--- config.mk ---
export PLATFORM = sky130hd
export DESIGN_NAME = id_ex_reg
export DESIGN_NICKNAME = d
export VERILOG_FILES = /design/src/rtl/id_ex_reg.sv
export SDC_FILE = /design/constraint.sdc
export NUM_CORES = 1
export LEC_CHECK = 0
export BUFFER_PORTS_ARGS = -buffer_cell sky130_fd_sc_hd__buf_2
export CAP_MARGIN = 10
export CORE_AREA = 2 2 170 172
export CTS_BUF_LIST = sky130_fd_sc_hd__clkbuf_16
export CTS_CLUSTER_DIAMETER = 60
export DETAILED_ROUTE_END_ITERATION = 6
export DIE_AREA = 0 0 172 174
export PLACE_DENSITY_LB_ADDON = 0.3
export SYNTH_ARGS = -nofsm -noshare
export SYNTH_HDL_FRONTEND = slang
export SYNTH_SLANG_ARGS = --single-unit
--- constraint.sdc ---
create_clock -name clk -period 2.35 [get_ports clk]
set_input_delay 0.235 -clock clk [delete_from_list [all_inputs] [get_ports clk]]
set_output_delay 0.235 -clock clk [all_outputs]
set_load 0.005 [all_outputs]
--- src/rtl/id_ex_reg.sv ---
// ID/EX pipeline register: carries decoded operands and control from decode to execute.
// Supports stall (hold), flush and bubble insertion, and counts hold/flush cycles.
module id_ex_reg #(
  parameter logic [31:0] NOP_INST = 32'h0000_0013,
  parameter logic [31:0] RST_ADDR = 32'h0000_0000,
  parameter int          CNT_W    = 16
) (
  input  logic             clk,
  input  logic             rst,
  input  logic [31:0]      inst_i,
  input  logic [31:0]      inst_addr_i,
  input  logic [31:0]      op1_i,
  input  logic [31:0]      op2_i,
  input  logic [4:0]       rd_addr_i,
  input  logic             reg_wen_i,
  input  logic [31:0]      base_addr_i,
  input  logic [31:0]      addr_offset_i,
  input  logic             id_valid_i,
  input  logic             hold_i,
  input  logic             flush_i,
  output logic [31:0]      inst_o,
  output logic [31:0]      inst_addr_o,
  output logic [31:0]      op1_o,
  output logic [31:0]      op2_o,
  output logic [4:0]       rd_addr_o,
  output logic             reg_wen_o,
  output logic [31:0]      base_addr_o,
  output logic [31:0]      addr_offset_o,
  output logic             valid_o,
  output logic [CNT_W-1:0] hold_cnt_o,
  output logic [CNT_W-1:0] flush_cnt_o
);

  logic [31:0]      inst_q, inst_d;
  logic [31:0]      inst_addr_q, inst_addr_d;
  logic [31:0]      op1_q, op1_d;
  logic [31:0]      op2_q, op2_d;
  logic [4:0]       rd_addr_q, rd_addr_d;
  logic             reg_wen_q, reg_wen_d;
  logic [31:0]      base_addr_q, base_addr_d;
  logic [31:0]      addr_offset_q, addr_offset_d;
  logic             valid_q, valid_d;
  logic [CNT_W-1:0] hold_cnt_q, hold_cnt_d;
  logic [CNT_W-1:0] flush_cnt_q, flush_cnt_d;

  localparam logic [CNT_W-1:0] CNT_MAX = '1;
  localparam logic [CNT_W-1:0] CNT_ONE = CNT_W'(1);

  // Priority below reset: flush, then hold, then load (real instruction or bubble).
  always_comb begin
    inst_d        = inst_q;
    inst_addr_d   = inst_addr_q;
    op1_d         = op1_q;
    op2_d         = op2_q;
    rd_addr_d     = rd_addr_q;
    reg_wen_d     = reg_wen_q;
    base_addr_d   = base_addr_q;
    addr_offset_d = addr_offset_q;
    valid_d       = valid_q;
    hold_cnt_d    = hold_cnt_q;
    flush_cnt_d   = flush_cnt_q;

    if (flush_i) begin
      inst_d        = NOP_INST;
      inst_addr_d   = RST_ADDR;
      op1_d         = '0;
      op2_d         = '0;
      rd_addr_d     = '0;
      reg_wen_d     = 1'b0;
      base_addr_d   = '0;
      addr_offset_d = '0;
      valid_d       = 1'b0;
      if (flush_cnt_q != CNT_MAX) flush_cnt_d = flush_cnt_q + CNT_ONE;
    end else if (hold_i) begin
      if (hold_cnt_q != CNT_MAX) hold_cnt_d = hold_cnt_q + CNT_ONE;
    end else if (id_valid_i) begin
      inst_d        = inst_i;
      inst_addr_d   = inst_addr_i;
      op1_d         = op1_i;
      op2_d         = op2_i;
      rd_addr_d     = rd_addr_i;
      reg_wen_d     = reg_wen_i;
      base_addr_d   = base_addr_i;
      addr_offset_d = addr_offset_i;
      valid_d       = 1'b1;
    end else begin
      inst_d        = NOP_INST;
      inst_addr_d   = RST_ADDR;
      op1_d         = '0;
      op2_d         = '0;
      rd_addr_d     = '0;
      reg_wen_d     = 1'b0;
      base_addr_d   = '0;
      addr_offset_d = '0;
      valid_d       = 1'b0;
    end
  end

  always_ff @(posedge clk) begin
    if (rst) begin
      inst_q        <= NOP_INST;
      inst_addr_q   <= RST_ADDR;
      op1_q         <= '0;
      op2_q         <= '0;
      rd_addr_q     <= '0;
      reg_wen_q     <= 1'b0;
      base_addr_q   <= '0;
      addr_offset_q <= '0;
      valid_q       <= 1'b0;
      hold_cnt_q    <= '0;
      flush_cnt_q   <= '0;
    end else begin
      inst_q        <= inst_d;
      inst_addr_q   <= inst_addr_d;
      op1_q         <= op1_d;
      op2_q         <= op2_d;
      rd_addr_q     <= rd_addr_d;
      reg_wen_q     <= reg_wen_d;
      base_addr_q   <= base_addr_d;
      addr_offset_q <= addr_offset_d;
      valid_q       <= valid_d;
      hold_cnt_q    <= hold_cnt_d;
      flush_cnt_q   <= flush_cnt_d;
    end
  end

  assign inst_o        = inst_q;
  assign inst_addr_o   = inst_addr_q;
  assign op1_o         = op1_q;
  assign op2_o         = op2_q;
  assign rd_addr_o     = rd_addr_q;
  // A bubble must never write the register file, even if a stale enable were held.
  assign reg_wen_o     = reg_wen_q & valid_q;
  assign base_addr_o   = base_addr_q;
  assign addr_offset_o = addr_offset_q;
  assign valid_o       = valid_q;
  assign hold_cnt_o    = hold_cnt_q;
  assign flush_cnt_o   = flush_cnt_q;

endmodule
==> results of run 1 <==
==> worst paths after layout <==
path / slack [ns] / end / depth (start not counted)
worst max-delay path: 0.40 / flush_cnt_o[1] / 5
worst min-delay path: 0.06 / base_addr_o[31] / 3
worst max register to register: 0.40 / flush_cnt_o[1] / 5
worst min register to register: 0.48 / inst_o[0] / 2
==> synth_stat cells, types with 4 or more instances <==
cell type	instances	area share, %
clkbuf_1	61	2.8
nor2b_1	7	0.53
o31ai_1	6	0.55
dfxtp_1	231	56
nor3_1	9	0.55
buf_2	4	0.24
mux2i_1	4	0.49
nand3_1	7	0.43
inv_1	7	0.32
buf_1	6	0.27
a22oi_1	195	18
nor2_1	212	9.7
or4_1	6	0.55
nand2_1	15	0.69
mux2_2	6	0.82
a21oi_1	16	0.97
nand4_1	8	0.61
o21ai_0	8	0.49
==> sequential cells by signal, indices dropped and copies added, names as in the netlist <==
signal         cells
addr_offset_o     32
base_addr_o       32
flush_cnt_o       16
hold_cnt_o        16
inst_addr_o       32
inst_o            32
op1_o             32
op2_o             32
rd_addr_o          5
reg_wen_q          1
valid_o            1
==> layout make-up <==
class	count	area [µm²]
clock buffers	27	676
flip-flops and latches	231	4620
well taps	384	480
fillers	2603	14700
inverters	7	26.3
clock inverters	21	104
repair buffers	646	4330
multi-input cells	549	3290
==> power by group through the flow <==
stage / Combinational, mW / Sequential [mW] / Clock (mW)
after floorplan: 0.298 / 4.12 / 0
after global placement: 0.643 / 4.11 / 0
after detailed placement: 0.649 / 4.12 / 0
after CTS: 0.912 / 4.03 / 3.80
after global routing: 1.00 / 4.04 / 3.96
final: 0.921 / 4.03 / 3.68
==> cell families after synthesis <==
group	count (synthesis)	share of synthesized area (%)
multiplexers	10	1.31
flip-flops	231	56.3
XOR/XNOR	2	0.213
AND/OR/NAND/NOR	292	16.3
buffers and inverters	80	3.78
adder cells (fa/ha/maj)	2	0.305
AO/OA/AOI/OAI	243	21.8
==> stage by stage <==
step                      hold WS (ns)  power [mW]
after global routing            0.0614        9.00
after global placement           0.463        4.76
after CTS                       0.0378        8.74
after floorplan                  0.370        4.42
final                           0.0612        8.64
after detailed placement         0.463        4.76
==> worst max-delay path, stage by stage (launching register included) <==
cell	delay [ns]
dfxtp_1	0.41
ha_1	0.28
nand4_4	0.18
o41ai_4	0.64
mux2i_1	0.25
nor2_1	0.05
==> what timing repair did <==
action                                 CTS  global route
endpoints found under the hold margin  198             0
hold buffers                           198             0
setup buffers                            0             0
==> routing by layer <==
metal  vias to the layer above  wire (µm)  GRT usage, %  share of wire (%)
li1                       4309          -             -                  -
met1                      4239      11700          21.1                 40
met2                       344      14300          32.1                 49
met3                        69       2040          4.05                7.0
met4                         0        963          6.76                3.3
met5                         -          0             0                  0
==> flow_summary.yaml, run 1 <==
placement:
  dpl-instance-area_mm2: 0.0108
  dp_cells: 1619
  place_ws_ns: 0.434
  hpwl_um: 18400
  portBuffers: 433
  gp_congestion: 0.787
power:
  swShare_pct: 23.8
  power_frac_comb_pct: 10.7
  power.switching_mw: 2.06
  pwr-share-clk_pct: 42.6
  power_frac_seq_pct: 46.7
  p_per_area_mw_per_mm2: 638
  p_leak_nw: 6.14
  p_int_mw: 6.58
  vdd_drop_max_mv: 0.446
synth:
  async_flop_share_pct: 0
  syn_avg_cell_area_um2: 9.55
  synth.net_count: 1065
  synthesis.area_mm2: 0.00822
  ys_types: 51
  synth-seq-cells: 231
  synthFlopType: "dfxtp_1"
  seq_area_frac_synth_pct: 56.3
  synth_edf_count: 0
  synth_warnings: 0
  syn-instance-count: 860
clocking:
  cts.sinks: 231
  htree_levels: 1
  clk_pin_slew_ns: 0.06
  cts_buffers: 27
  clockBufferDepth: 3
  cts_resized: 0
  cts_tree: "done"
  clock_latency_ns: 0.51
  cts_root_buffer: "clkbuf_16"
cells_and_area:
  final_common_cell: "buf_2"
  postLayoutCellArea_mm2: 0.0135
  diodes: 0
  drive_above_1_share_pct: 34.3
  area_growth_pct: 64.7
  nets: 1667
  final_util_pct: 47.9
  final_cell_mix: "432 x buf_2, 231 x dfxtp_1, 212 x nor2_1, 198 x dlygate4sd3_1, 195 x a22oi_1"
  post_layout_nonfiller_instances: 1865
critical_path:
  cp-start-kind: "flop"
  path_class: "flop to flop"
  required_ns: 2.74
  worstReg2RegStart: "flush_cnt_o[0]"
  critPathMaxFanout: 10
  end_kind: "flop"
  crit_arrival_ns: 2.34
  critical_path.startpoint: "flush_cnt_o[0]"
min_path:
  min_from: "hold_i"
  min_path_type: "primary input to flop"
route:
  dr_total_vias: 8961
  drt_wl_total_um: 29000
  drc: 0
  wire_per_inst_um: 15.6
  postRouteAntennaNets: 0
  drt-pass1-iter-count: 4
  vias_per_cell: 4.80
  first_iter_violations: 524
global_routing:
  antenna_found_initial: 0
  grt_max_degree: 122
  overflow: 0
  gr-usage-all-layers_pct: 18.1
  grt_pass1_wl_um: 44600
  grt_pass1_vias: 8820
sta:
  finalCritPeriodShare_pct: 83.0
  worst_slew_pin_slew_ns: 0.796
  finalSetupTns_ns: 0
  finalHoldViolCount: 0
  slew_headroom_pct: 46.9
  grt_setup_unrepaired: "false"
  drv_slew: 0
  setup_viol: 0
  max_freq_mhz: 513
  finalClockSkew_ns: 0.00658
  setup_ws_ns: 0.399
  period_minus_slack_ns: 1.95
floorplan:
  die_width_um: 172
  core_mm2: 0.0282
  initial_utilization_pct: 29.1
  rows: 62
  pin_count: 434
  dieArea_mm2: 0.0299
  die_y_um: 174
flow_run:
  max_cap_violations: 0
outcome:
  status: "completed"
(Power assumes the default switching activity.)
==> inputs of run 2 (changes only) <==
==> constraint.sdc (replaced) <==
create_clock -name clk -period 2 [get_ports clk]
set_input_delay 0.2 -clock clk [delete_from_list [all_inputs] [get_ports clk]]
set_output_delay 0.2 -clock clk [all_outputs]
set_load 0.005 [all_outputs]
==> run 2 against run 1 <==
  * Clock power increased by 25%
  * First-iteration DRC count down 9.0%
  * Final cell count increased by 0.48%
  * Power up 21%
  * Via count stayed put
  * Cell area up 1.3%
  * Worst setup slack got worse by 0.20 ns
  * Sequential power grew 18%
  * Critical path depth is 1 higher
  * Global-route usage grew 0.30 points
  * Highest routed layer unchanged
==> flow_summary.yaml, run 2 (synthesis results as in run 1) <==
floorplan:
  rows: 62
  core_mm2: 0.0282
  dieArea_mm2: 0.0299
  initial_utilization_pct: 29.1
  pin_count: 434
  die_y_um: 174
  die_width_um: 172
global_routing:
  overflow: 0
  gr-usage-all-layers_pct: 18.4
  grt_max_degree: 125
  grt_pass1_wl_um: 45400
  grt_pass1_vias: 9114
  antenna_found_initial: 0
sta:
  finalClockSkew_ns: 0.00917
  finalHoldViolCount: 0
  slew_headroom_pct: 48.0
  worst_slew_pin_slew_ns: 0.781
  grt_setup_unrepaired: "false"
  finalSetupTns_ns: 0
  setup_viol: 0
  finalCritPeriodShare_pct: 90.1
  max_freq_mhz: 555
  period_minus_slack_ns: 1.80
  drv_slew: 0
route:
  drc: 0
  dr_total_vias: 8961
  drt-pass1-iter-count: 5
  postRouteAntennaNets: 0
  drt_wl_total_um: 29300
  met3_length_um: 2040
  wl_met2_um: 14100
  vias_per_cell: 4.78
  routed.top_layer: "met4"
  wire_per_inst_um: 15.6
  wl_met1_um: 12000
  first_iter_violations: 477
cells_and_area:
  nets: 1675
  final_common_cell: "buf_2"
  area_growth_pct: 66.8
  final_cell_mix: "432 x buf_2, 231 x dfxtp_1, 212 x nor2_1, 198 x dlygate4sd3_1, 195 x a22oi_1"
  drive_above_1_share_pct: 34.6
  final_util_pct: 48.5
  diodes: 0
  fillCellCount: 2635
clocking:
  clock_latency_ns: 0.52
  cts_buffers: 27
  cts_root_buffer: "clkbuf_16"
  cts_tree: "done"
  clockBufferDepth: 3
  htree_levels: 1
  cts.sinks: 231
  clk_pin_slew_ns: 0.06
  post_cts_buffers: 0
min_path:
  min_path_type: "primary input to flop"
  min_from: "hold_i"
  holdPathStages: 3
  holdPathEnd: "addr_offset_o[31]"
placement:
  hpwl_um: 18800
  gp_congestion: 0.781
  portBuffers: 433
power:
  p_total_mw: 10.5
  power_frac_comb_pct: 10.6
  p_leak_nw: 6.22
  vdd_drop_max_mv: 0.424
  p_int_mw: 8.01
  power.switching_mw: 2.45
  swShare_pct: 23.4
  p_per_area_mw_per_mm2: 763
  pwr-share-clk_pct: 44.1
  power_frac_seq_pct: 45.3
critical_path:
  required_ns: 2.39
  r2r_cells: 6
  rrSetupSlack_ns: 0.20
  r2r_end: "flush_cnt_o[1]"
  crit_arrival_ns: 2.19
  path_class: "flop to flop"
  end_kind: "flop"
  cp-start-kind: "flop"
  worstReg2RegStart: "flush_cnt_o[1]"
  critPathMaxFanout: 7
flow_run:
  max_cap_violations: 0
outcome:
  status: "completed"
[run 2: changes by cell type in the layout (fill, tap and decap cells not counted), sizes merged]
cell / previous run / this run
buf: 448 / 456
bufinv: 0 / 2
inv: 15 / 13
clkinv: 12 / 13
[run 2: stage by stage]
step	worst slack (ns)	area, µm²	hold slack, ns	instances
6_report	0.199	13700	0.0181	1874
3_3_place_gp	0.233	10900	0.427	1627
5_1_grt	0.0409	13700	0.0286	1874
2_1_floorplan	0.257	8220	0.335	860
3_5_place_dp	0.204	10900	0.428	1627
4_1_cts	0.178	13700	0.000270	1874
[run 2: routing by layer]
layer | track usage [%] | vias to the layer above
met5 | 0 | -
met4 | 7.63 | 0
met3 | 3.92 | 85
met2 | 32.0 | 342
met1 | 21.7 | 4210
li1 | - | 4324
[run 2: final cells by class]
| cell class | instances | area (µm²) | area share [%] |
|---|---|---|---|
| flip-flops and latches | 231 | 4620 | 33.8 |
| repair buffers | 654 | 4450 | 32.5 |
| multi-input cells | 549 | 3290 | 24.0 |
| clock buffers | 27 | 676 | 4.93 |
| well taps | 384 | 480 | 3.51 |
| clock inverters | 22 | 151 | 1.10 |
| inverters | 7 | 26.3 | 0.192 |
[run 2: worst max-delay path, stage by stage (launching register included)]
cell and delay, ns:
dfxtp_1 0.39, ha_1 0.28, nand4_4 0.14, o41ai_4 0.42
buf_4 0.21, mux2i_1 0.19, nor2_1 0.05
[run 2: timing repair]
action                    4_1_cts  5_1_grt
hold endpoints to repair      198        0
gates resized for setup         0        0
hold buffers                  198        0
[run 2: worst max path at each step]
| stage | start | to | slack [ns] | depth (start not counted) |
|---|---|---|---|---|
| CTS | flush_cnt_o[1] | flush_cnt_o[1] | 0.18 | 6 |
| finish | flush_cnt_o[1] | flush_cnt_o[1] | 0.20 | 6 |
| floorplan | flush_cnt_o[0] | flush_cnt_o[1] | 0.26 | 5 |
| global placement | flush_cnt_o[1] | flush_cnt_o[1] | 0.23 | 6 |
| detailed placement | flush_cnt_o[1] | flush_cnt_o[1] | 0.20 | 6 |
| global route | flush_cnt_o[1] | flush_cnt_o[1] | 0.04 | 6 |
[run 2: power groups by stage]
stage / clock, mW / combinational, mW / sequential, mW
global route: 4.91 / 1.21 / 4.75
floorplan: 0 / 0.350 / 4.84
CTS: 4.74 / 1.10 / 4.74
global placement: 0 / 0.787 / 4.83
detailed placement: 0 / 0.793 / 4.83
finish: 4.61 / 1.11 / 4.74
